--- src/rtl/mux_bus_arbiter_pkg.sv ---
// Shared definitions for the mux_bus_arbiter block.
// Holds the requester count and select width, the FSM state encoding,
// and a one-hot to binary index helper.
package mux_bus_arbiter_pkg;

  localparam int unsigned N_REQ   = 8;
  localparam int unsigned SEL_W   = 3;
  localparam int unsigned BURST_W = 4;

  typedef enum logic {
    IDLE  = 1'b0,
    OWNED = 1'b1
  } state_e;

  // Assumes the input is zero or one-hot; zero maps to index 0.
  function automatic logic [SEL_W-1:0] onehot_to_idx(input logic [N_REQ-1:0] oh);
    logic [SEL_W-1:0] idx;
    idx = '0;
    for (int unsigned i = 0; i < N_REQ; i++) begin
      if (oh[i]) idx |= SEL_W'(i);
    end
    return idx;
  endfunction

endpackage

--- src/rtl/mux_bus_arbiter_if.sv ---
// Bus between the requesting units and the arbiter.
//   req       : request vector, one bit per requester
//   grant     : registered one-hot grant, zero when idle
//   sel       : index of the granted requester (drives mux8x1 sel)
//   bus_valid : high while any grant is active
//   burst_cnt : cycles of current tenure minus one (debug)
// master modport: arbiter side. slave modport: requester side.
interface mux_bus_arbiter_if;
  import mux_bus_arbiter_pkg::*;

  logic [N_REQ-1:0]   req;
  logic [N_REQ-1:0]   grant;
  logic [SEL_W-1:0]   sel;
  logic               bus_valid;
  logic [BURST_W-1:0] burst_cnt;

  modport master (input req, output grant, output sel, output bus_valid, output burst_cnt);
  modport slave  (output req, input grant, input sel, input bus_valid, input burst_cnt);
endinterface

--- src/rtl/mux_bus_arbiter_pick.sv ---
// rr_priority_pick: combinational round-robin winner selection.
//   req    : candidate request vector
//   ptr    : index with highest priority; search proceeds upward, wrapping
//   winner : one-hot winner (zero if req is zero)
//   idx    : binary index of the winner
//   any    : high if any request is present
module rr_priority_pick
  import mux_bus_arbiter_pkg::*;
(
  input  logic [N_REQ-1:0] req,
  input  logic [SEL_W-1:0] ptr,
  output logic [N_REQ-1:0] winner,
  output logic [SEL_W-1:0] idx,
  output logic             any
);

  logic [N_REQ-1:0] rot;
  logic [N_REQ-1:0] first;

  always_comb begin
    // Rotate so that bit ptr lands at position 0.
    rot = '0;
    for (int unsigned i = 0; i < N_REQ; i++) begin
      rot[i] = req[SEL_W'(i + ptr)];
    end

    // Fixed priority: isolate the lowest set bit.
    first = rot & (~rot + 1'b1);

    // Rotate back into requester numbering.
    winner = '0;
    for (int unsigned i = 0; i < N_REQ; i++) begin
      winner[SEL_W'(i + ptr)] = first[i];
    end

    idx = onehot_to_idx(first) + ptr;
    any = |req;
  end

endmodule

--- src/rtl/mux_bus_arbiter.sv ---
// mux_bus_arbiter: round-robin arbiter for one shared 32-bit result bus.
// Produces a registered one-hot grant and mux select for 8 requesters and
// caps tenure at MAX_BURST cycles while another requester is waiting.
//   clk   : system clock, rising edge
//   reset : synchronous, active-high
//   bus   : master modport of mux_bus_arbiter_if (req in; grant, sel,
//           bus_valid, burst_cnt out)
module mux_bus_arbiter
  import mux_bus_arbiter_pkg::*;
#(
  parameter int unsigned N_REQ     = 8,
  parameter int unsigned MAX_BURST = 4
) (
  input  logic               clk,
  input  logic               reset,
  mux_bus_arbiter_if.master  bus
);

  localparam logic [BURST_W-1:0] BURST_CAP = BURST_W'(MAX_BURST - 1);

  state_e             state_q, state_d;
  logic [N_REQ-1:0]   grant_q, grant_d;
  logic [SEL_W-1:0]   sel_q, sel_d;
  logic [SEL_W-1:0]   ptr_q, ptr_d;
  logic [BURST_W-1:0] burst_q, burst_d;

  logic [N_REQ-1:0]   others;
  logic [N_REQ-1:0]   pick_req;
  logic [N_REQ-1:0]   pick_onehot;
  logic [SEL_W-1:0]   pick_ptr;
  logic [SEL_W-1:0]   pick_idx;
  logic               pick_any;
  logic               owner_req;
  logic               at_cap;
  logic               handover;

  // In OWNED the picker already sees the post-release pointer (owner+1),
  // so handover and ptr update share one arbitration result.
  always_comb begin
    others    = bus.req & ~grant_q;
    owner_req = |(bus.req & grant_q);
    at_cap    = (burst_q == BURST_CAP);
    pick_req  = (state_q == IDLE) ? bus.req : others;
    pick_ptr  = (state_q == IDLE) ? ptr_q : sel_q + 1'b1;
    handover  = !owner_req || (at_cap && pick_any);
  end

  rr_priority_pick u_pick (
    .req    (pick_req),
    .ptr    (pick_ptr),
    .winner (pick_onehot),
    .idx    (pick_idx),
    .any    (pick_any)
  );

  // State register
  always_ff @(posedge clk) begin
    if (reset) begin
      state_q <= IDLE;
      grant_q <= '0;
      sel_q   <= '0;
      ptr_q   <= '0;
      burst_q <= '0;
    end else begin
      state_q <= state_d;
      grant_q <= grant_d;
      sel_q   <= sel_d;
      ptr_q   <= ptr_d;
      burst_q <= burst_d;
    end
  end

  // Next-state logic
  always_comb begin
    state_d = state_q;
    unique case (state_q)
      IDLE:    if (pick_any) state_d = OWNED;
      OWNED:   if (handover && !pick_any) state_d = IDLE;
      default: state_d = IDLE;
    endcase
  end

  // Registered-output logic
  always_comb begin
    grant_d = grant_q;
    sel_d   = sel_q;
    ptr_d   = ptr_q;
    burst_d = burst_q;
    unique case (state_q)
      IDLE: begin
        burst_d = '0;
        if (pick_any) begin
          grant_d = pick_onehot;
          sel_d   = pick_idx;
        end else begin
          grant_d = '0;
        end
      end
      OWNED: begin
        if (handover) begin
          ptr_d   = pick_ptr;
          burst_d = '0;
          if (pick_any) begin
            grant_d = pick_onehot;
            sel_d   = pick_idx;
          end else begin
            grant_d = '0;
          end
        end else begin
          // Lone owner at the cap wraps the counter and keeps the bus.
          burst_d = at_cap ? '0 : burst_q + 1'b1;
        end
      end
      default: begin
        grant_d = '0;
        burst_d = '0;
      end
    endcase
  end

  always_comb begin
    bus.grant     = grant_q;
    bus.sel       = sel_q;
    bus.bus_valid = |grant_q;
    bus.burst_cnt = burst_q;
  end

  a_grant_onehot0: assert property (@(posedge clk) $onehot0(grant_q));
  a_sel_matches:   assert property (@(posedge clk) (|grant_q) |-> (sel_q == onehot_to_idx(grant_q)));

endmodule

--- src/flat_wrapper.sv ---
// flat-port wrapper written by rule: the top's interface ports become plain ports
module mux_bus_arbiter_flat import mux_bus_arbiter_pkg::*;
#(
  parameter int unsigned N_REQ     = 8,
  parameter int unsigned MAX_BURST = 4
)
  (clk, reset, bus_req, bus_grant, bus_sel, bus_bus_valid, bus_burst_cnt);
  mux_bus_arbiter_if bus_i ();
  input  logic clk;
  input  logic reset;
  input wire logic [$bits(bus_i.req)-1:0] bus_req;
  output wire logic [$bits(bus_i.grant)-1:0] bus_grant;
  output wire logic [$bits(bus_i.sel)-1:0] bus_sel;
  output wire logic [$bits(bus_i.bus_valid)-1:0] bus_bus_valid;
  output wire logic [$bits(bus_i.burst_cnt)-1:0] bus_burst_cnt;
  assign bus_i.req = bus_req;
  assign bus_grant = bus_i.grant;
  assign bus_sel = bus_i.sel;
  assign bus_bus_valid = bus_i.bus_valid;
  assign bus_burst_cnt = bus_i.burst_cnt;
  mux_bus_arbiter #(.N_REQ(N_REQ), .MAX_BURST(MAX_BURST)) u_core (.clk(clk), .reset(reset), .bus(bus_i));
endmodule
--- config.mk ---
export PLATFORM = sky130hd
export DESIGN_NAME = mux_bus_arbiter_flat
export DESIGN_NICKNAME = d
export VERILOG_FILES = /design/src/rtl/mux_bus_arbiter_pkg.sv /design/src/rtl/mux_bus_arbiter_if.sv /design/src/rtl/mux_bus_arbiter_pick.sv /design/src/rtl/mux_bus_arbiter.sv /design/src/flat_wrapper.sv
export SDC_FILE = /design/constraint.sdc
export NUM_CORES = 1
export LEC_CHECK = 0
export ABC_AREA = 1
export ABC_CLOCK_PERIOD_IN_PS = 4800
export CAP_MARGIN = 10
export CORE_MARGIN = 3
export CORE_UTILIZATION = 30
export DETAILED_ROUTE_END_ITERATION = 12
export GPL_TIMING_DRIVEN = 1
export SYNTH_ARGS = -nofsm -noshare
export SYNTH_HDL_FRONTEND = slang
export SYNTH_SLANG_ARGS = --single-unit
--- constraint.sdc ---
create_clock -name clk -period 4.8 [get_ports clk]
set_clock_uncertainty 0.2 [all_clocks]
set_input_delay 0.48 -clock clk [delete_from_list [all_inputs] [get_ports clk]]
set_output_delay 0.48 -clock clk [all_outputs]
set_load 0.05 [all_outputs]
==> results of run 1 <==
## state kept, by name, summed over array words and instances (netlist names)
register	flops
u_core.bus.burst_cnt	4
u_core.bus.sel	3
u_core.state_q	1
u_core.ptr_q	3
u_core.bus.grant	8
## synthesized netlist by cell type
library cell	n
a22o_1	2
o21ai_2	1
nor2_1	32
nand2_4	5
inv_2	4
nor3_1	4
a31oi_1	3
nor3_4	1
nand2_1	178
nand4_2	2
and2_1	1
nand3_2	1
or2_1	1
o211ai_1	1
a211oi_1	1
nor4_1	4
fa_1	1
nor2_4	3
ha_1	5
nand2_2	17
buf_6	5
xor2_1	2
a21oi_2	14
clkbuf_1	1
o21ai_4	1
inv_6	1
buf_4	1
inv_1	58
o21ai_1	3
or2_2	1
nand3_1	48
o21ai_0	16
dfxtp_1	19
a21oi_1	17
buf_2	2
nand4_1	9
## power by group through the flow
stage / clock (mW) / combinational, mW / sequential, mW
6_report: 0.109 / 1.74 / 0.258
5_1_grt: 0.122 / 1.93 / 0.266
4_1_cts: 0.113 / 1.72 / 0.258
3_5_place_dp: 0 / 1.72 / 0.262
3_3_place_gp: 0 / 1.71 / 0.263
2_1_floorplan: 0 / 1.22 / 0.354
## logic make-up after synthesis
kind of cell,count (synthesis)
AOI/OAI and AO/OA,59
xor gates and xnor gates,2
adders and majority gates,6
buffers and inverters,72
DFF,19
and+or+nand+nor,307
## cell type report
| type | instances | area, um2 | share of cell area |
|---|---|---|---|
| Timing Repair Buffer | 25 | 250 | 0.0856 |
| Sequential cell | 19 | 380 | 0.130 |
| Tap cell | 105 | 131 | 0.0449 |
| Inverter | 63 | 241 | 0.0826 |
| Clock buffer | 4 | 45.0 | 0.0154 |
| Multi-Input combinational cell | 374 | 1880 | 0.641 |
## worst max-delay path by stage
stage,to,slack (ps),start
after floorplan,u_core.bus.sel[2]$_SDFFE_PP0P_,880,u_core.bus.sel[0]$_SDFFE_PP0P_
after global placement,u_core.bus.sel[2]$_SDFFE_PP0P_,710,u_core.state_q$_SDFF_PP0_
after detailed placement,u_core.bus.sel[2]$_SDFFE_PP0P_,610,u_core.state_q$_SDFF_PP0_
after CTS,u_core.bus.sel[2]$_SDFFE_PP0P_,610,u_core.state_q$_SDFF_PP0_
after global routing,u_core.bus.sel[2]$_SDFFE_PP0P_,200,u_core.state_q$_SDFF_PP0_
final,u_core.bus.sel[2]$_SDFFE_PP0P_,590,u_core.state_q$_SDFF_PP0_
## critical path: cells and delay by family (launching register included)
family                   cells  cell delay [ps]
adder cells (fa/ha/maj)      3              930
flip-flops                   1              800
AND/OR/NAND/NOR             14             1630
AO/OA/AOI/OAI                1              130
buffers and inverters        3              240
XOR/XNOR                     1              190
## metal layers
layer  up-vias  global-route usage  wire [um]
li1       1534                   -          -
met3         4              0.0134        539
met4         0              0.0231         17
met1      1401               0.238       3820
met2        96               0.263       3590
met5         -                   0          0
## metrics by stage
stage               cells  power, mW
global route          590       2.32
finish                590       2.11
CTS                   590       2.09
floorplan             465       1.57
global placement      586       1.97
detailed placement    586       1.98
==> metrics.yaml, run 1 <==
clocking:
  clk_pin_slew_ps: 70
  postCtsSetupBuffers: 0
  cts_buffers: 3
  cts_sinks: 19
  clock_latency_ps: 260
  cts-resized-gates: 0
  cts_hold_buf: 0
  max-clock-path-buffers: 2
  cts_tree: "done"
  ctsRootBufferMaster: "clkbuf_8"
  htree_levels: 1
worst_hold_path:
  hp-start: "u_core.bus.burst_cnt[0]$_SDFF_PP0_"
  hold_path_end: "u_core.bus.burst_cnt[0]$_SDFF_PP0_"
  hp-class: "register to register"
  worst_hold_path.num_cells: 1
route:
  wire_per_inst_um: 13.5
  dr_total_vias: 3035
  drtPass1Iterations: 5
  drtAntennaViolNets: 0
  initialDrtViolationCount: 263
  drc: 0
  via_per_inst: 5.14
  drt_wl_total_mm: 7.97
setup_path:
  rrSetupSlack_ps: 590
  crit_arrival_ps: 4170
  reg2reg_depth: 22
  worstPathRequired_ps: 4760
  max_stage_delay_ps: 800
  r2r-end: "u_core.bus.sel[2]$_SDFFE_PP0P_"
  crit_type: "register to register"
  cp_max_fo: 20
  end_kind: "register"
  critPathSlowestCell: "dfxtp_1"
  crit_chain: "nand2_1 -> nand2_4 -> ha_1 -> inv_1 -> nand3_1 -> nand2_1 -> nand2_1 -> nand2_2 -> inv_2 -> nand2_2 -> nor2_4 -> nand2_2 -> nor2_4 -> nand4_2 -> nand4_1 -> ha_1 -> fa_1 -> xor2_1 -> nand4_1 -> nand2_1 -> o21ai_1 -> inv_1"
  worstSetupStartpointType: "register"
  crit_path_frequent_cell: "nand2_1"
  reg2reg_from: "u_core.state_q$_SDFF_PP0_"
finish:
  num-fill-cells: 927
  syn2layout_area_growth_pct: 13.6
  finalInstanceArea_um2: 2920
  layout-drive-gt1-share: 0.111
  final_common_cell: "nand2_1"
  nets: 502
  final_core_utilization: 0.354
  antenna_cells: 0
  final_cell_mix: "nand2_1 (178), inv_1 (58), nand3_1 (48)"
floorplanning:
  io_pins: 26
  die_height_um: 98.6
  start_util: 0.312
  coreArea_um2: 8260
  row_count: 33
  die_x_um: 98.6
  die_area_um2: 9730
timing:
  whs_ps: 272
  report.final.hold_viol_count: 0
  setup_violations: 0
  rsz0062_at_grt: "no"
  finalMaxSlewViolations: 0
  finalCriticalPeriod_ps: 4210
  fin_ws_ps: 590
  slew_headroom: 0.502
  fin_crit_sh: 0.877
  fin_tns_setup_ps: 0
  tightest_slew_ps: 746
  fmax_mhz: 238
power:
  pwr-share-seq: 0.122
  p_leak_nw: 1.37
  p_int_uw: 792
  p_clk_frac: 0.052
  switching_power_mw: 1.32
  combPwrFrac: 0.826
  p_per_area_nw_per_um2: 721
  peakVddDrop_uv: 162
  sw_frac_of_total: 0.624
synthesis:
  yosys.area.top_type: "nand2_1"
  synth_top_cell_area_share: 0.259
  synth-compound-area-share: 0.147
  syn_area_um2: 2570
  synth.avg_cell_area_um2: 5.54
  ys_ff_latch: 19
  syn_inst: 465
  ys_top_cells_by_area: "nand2_1 (26%), dfxtp_1 (15%), nand3_1 (9.3%)"
  synth_cell_types: 36
  synthSimpleGateAreaFrac: 0.542
  ys_warn_count: 0
  postSynthNetCount: 481
  yosysSeqAreaShare: 0.148
  synth_xor_area_frac: 0.00680
  synth_top_family_by_area: "simple AND/OR/NAND/NOR gates"
  synth_adder_area_share: 0.0321
  synth_mux_area_frac: 0
global_routing:
  grt_usage: 0.162
  grt_pass1_vias: 2733
  grt_first_pass_wirelength_mm: 13.2
  grt_max_degree: 21
  gr-total-overflow: 0
  antenna_found_initial: 0
outcome:
  status: "finished, final reports clean"
placement:
  hpwl_mm: 6.27
  pre_cts_ws_ps: 613
  portBuffers: 25
  place_congestion: 0.925
  placed_area_um2: 2880
flow_run:
  maxCapViolCount: 0
(Power assumes the default switching activity.)
==> run 2: changes to the inputs <==
- ABC_CLOCK_PERIOD_IN_PS: 4800 -> unset
==> results of run 2 <==
Same layout as run 1: the final DEF is identical, and so are final timing and power.
==> run 3: changes to the inputs <==
- DONT_BUFFER_PORTS: unset -> 1
==> run 3 against run 2 <==
Critical path type unchanged. Die area stayed put. Largest cell class unchanged. Register-to-register slack better by 240 ps. Flip-flop and latch count stayed put. Count of clock-buffer cells in the layout is 1 lower. Non-clock buffer count is 20 lower. Critical path depth stayed put. Sequential share of layout area is 1.0 points higher. Core utilization is 2.6 points lower.
==> metrics.yaml, run 3 (synthesis gave the netlist of run 1 again) <==
clocking:
  max-clock-path-buffers: 2
  clock_latency_ps: 260
  htree_levels: 1
  cts_buffers: 3
  cts_hold_buf: 0
  clk_pin_slew_ps: 70
  cts_tree: "done"
  postCtsSetupBuffers: 0
  cts-resized-gates: 0
  ctsRootBufferMaster: "clkbuf_8"
  cts_sinks: 19
floorplanning:
  die_area_um2: 9730
  row_count: 33
  start_util: 0.312
  die_height_um: 98.6
  io_pins: 26
  coreArea_um2: 8260
  die_x_um: 98.6
power:
  p_per_area_nw_per_um2: 763
  finalPower_mw: 2.07
  peakVddDrop_uv: 162
  sw_frac_of_total: 0.644
  switching_power_mw: 1.33
  p_int_uw: 738
  combPwrFrac: 0.784
  p_clk_frac: 0.055
  pwr-share-seq: 0.162
  p_leak_nw: 1.31
finish:
  largest_reg_flops: 8
  syn2layout_area_growth_pct: 5.34
  antenna_cells: 0
  final_common_cell: "nand2_1"
  finalInstanceArea_um2: 2710
  final_cell_mix: "nand2_1 (178), inv_1 (58), nand3_1 (48)"
  layoutNonFillerInstCount: 570
  nets: 482
  final_core_utilization: 0.328
  layout-drive-gt1-share: 0.129
route:
  dr_total_vias: 2978
  drt_wl_total_mm: 8.16
  drc: 0
  initialDrtViolationCount: 221
  drtPass1Iterations: 6
  drtAntennaViolNets: 0
  wire_per_inst_um: 14.3
  via_per_inst: 5.22
timing:
  finalCriticalPeriod_ps: 3970
  fin_tns_setup_ps: 0
  fin_ws_ps: 831
  fmax_mhz: 252
  rsz0062_at_grt: "no"
  whs_ps: 77.5
  finalMaxSlewViolations: 0
  slew_headroom: 0.548
  fin_crit_sh: 0.827
  tightest_slew_ps: 673
  report.final.hold_viol_count: 0
  setup_violations: 0
global_routing:
  grt_first_pass_wirelength_mm: 13.2
  grt_usage: 0.165
  gr-total-overflow: 0
  grt_max_degree: 21
  grt_pass1_vias: 2632
  antenna_found_initial: 0
setup_path:
  crit_type: "register to register"
  worstSetupStartpointType: "register"
  critPathSlowestCell: "dfxtp_1"
  max_stage_delay_ps: 590
  worstPathRequired_ps: 4820
  crit_chain: "inv_6 -> nand2_2 -> nand2_4 -> ha_1 -> inv_1 -> nand3_1 -> nand2_1 -> nand3_1 -> nand2_4 -> nand2_4 -> nor2_4 -> nand2_2 -> nor2_4 -> nand4_2 -> nand4_1 -> ha_1 -> fa_1 -> xor2_1 -> nand4_1 -> nand2_1 -> o21ai_1 -> inv_1"
  crit_arrival_ps: 3980
  crit_path_frequent_cell: "nand2_4"
  end_kind: "register"
  cp_max_fo: 20
placement:
  place_congestion: 0.973
  hpwl_mm: 6.55
  dpl.cell_count: 566
  portBuffers: 0
  pre_cts_ws_ps: 877
  placed_area_um2: 2670
outcome:
  status: "finished, final reports clean"
worst_hold_path:
  hp-class: "primary input to register"
flow_run:
  maxCapViolCount: 0
[run 3: cell count changes in the layout (fill, tap and decap cells not counted), sizes merged]
cell and delta:
clkdlybuf4s50 -25, clkbuf -1, clkinv +1, buf +5
[run 3: worst paths after layout]
path	end	slack [ps]	start	cells past startpoint
min	u_core.bus.grant[0]$_SDFFE_PP0N_	80	reset	1
max	u_core.bus.sel[2]$_SDFFE_PP0P_	830	u_core.state_q$_SDFF_PP0_	22
min reg2reg	u_core.ptr_q[1]$_SDFFE_PP0P_	330	u_core.ptr_q[1]$_SDFFE_PP0P_	2
max reg2reg	u_core.bus.sel[2]$_SDFFE_PP0P_	830	u_core.state_q$_SDFF_PP0_	22
[run 3: worst max-delay path, delay by kind of cell, from the launching register on]
kind	cells	cell delay [ps]
fa+ha+maj	3	600
xor+xnor	1	190
simple gates	14	2060
buf+inv	3	210
flops	1	590
compound gates	1	60
[run 3: final cells by class]
type,instances,area [um2]
multi-input combinational,374,1880
timing repair buffer,5,37.5
fill,937,5550
clock buffer,3,41.3
sequential,19,380
clock inverter,1,5.00
tap,105,131
inverter,63,241
[run 3: power groups by stage]
stage          registers, mW  clock network [mW]  logic [mW]
2_1_floorplan          0.354                   0        1.22
3_3_place_gp           0.337                   0        1.58
3_5_place_dp           0.338                   0        1.59
4_1_cts                0.335               0.115        1.59
5_1_grt                0.343               0.121        1.80
6_report               0.335               0.113        1.62
[run 3: layer usage]
metal  vias up  track usage  wire [um]
met5         -            0          0
met4         0       0.0399        147
met3        12       0.0177        669
met2       143        0.255       3540
met1      1334        0.245       3800
li1       1489            -          -
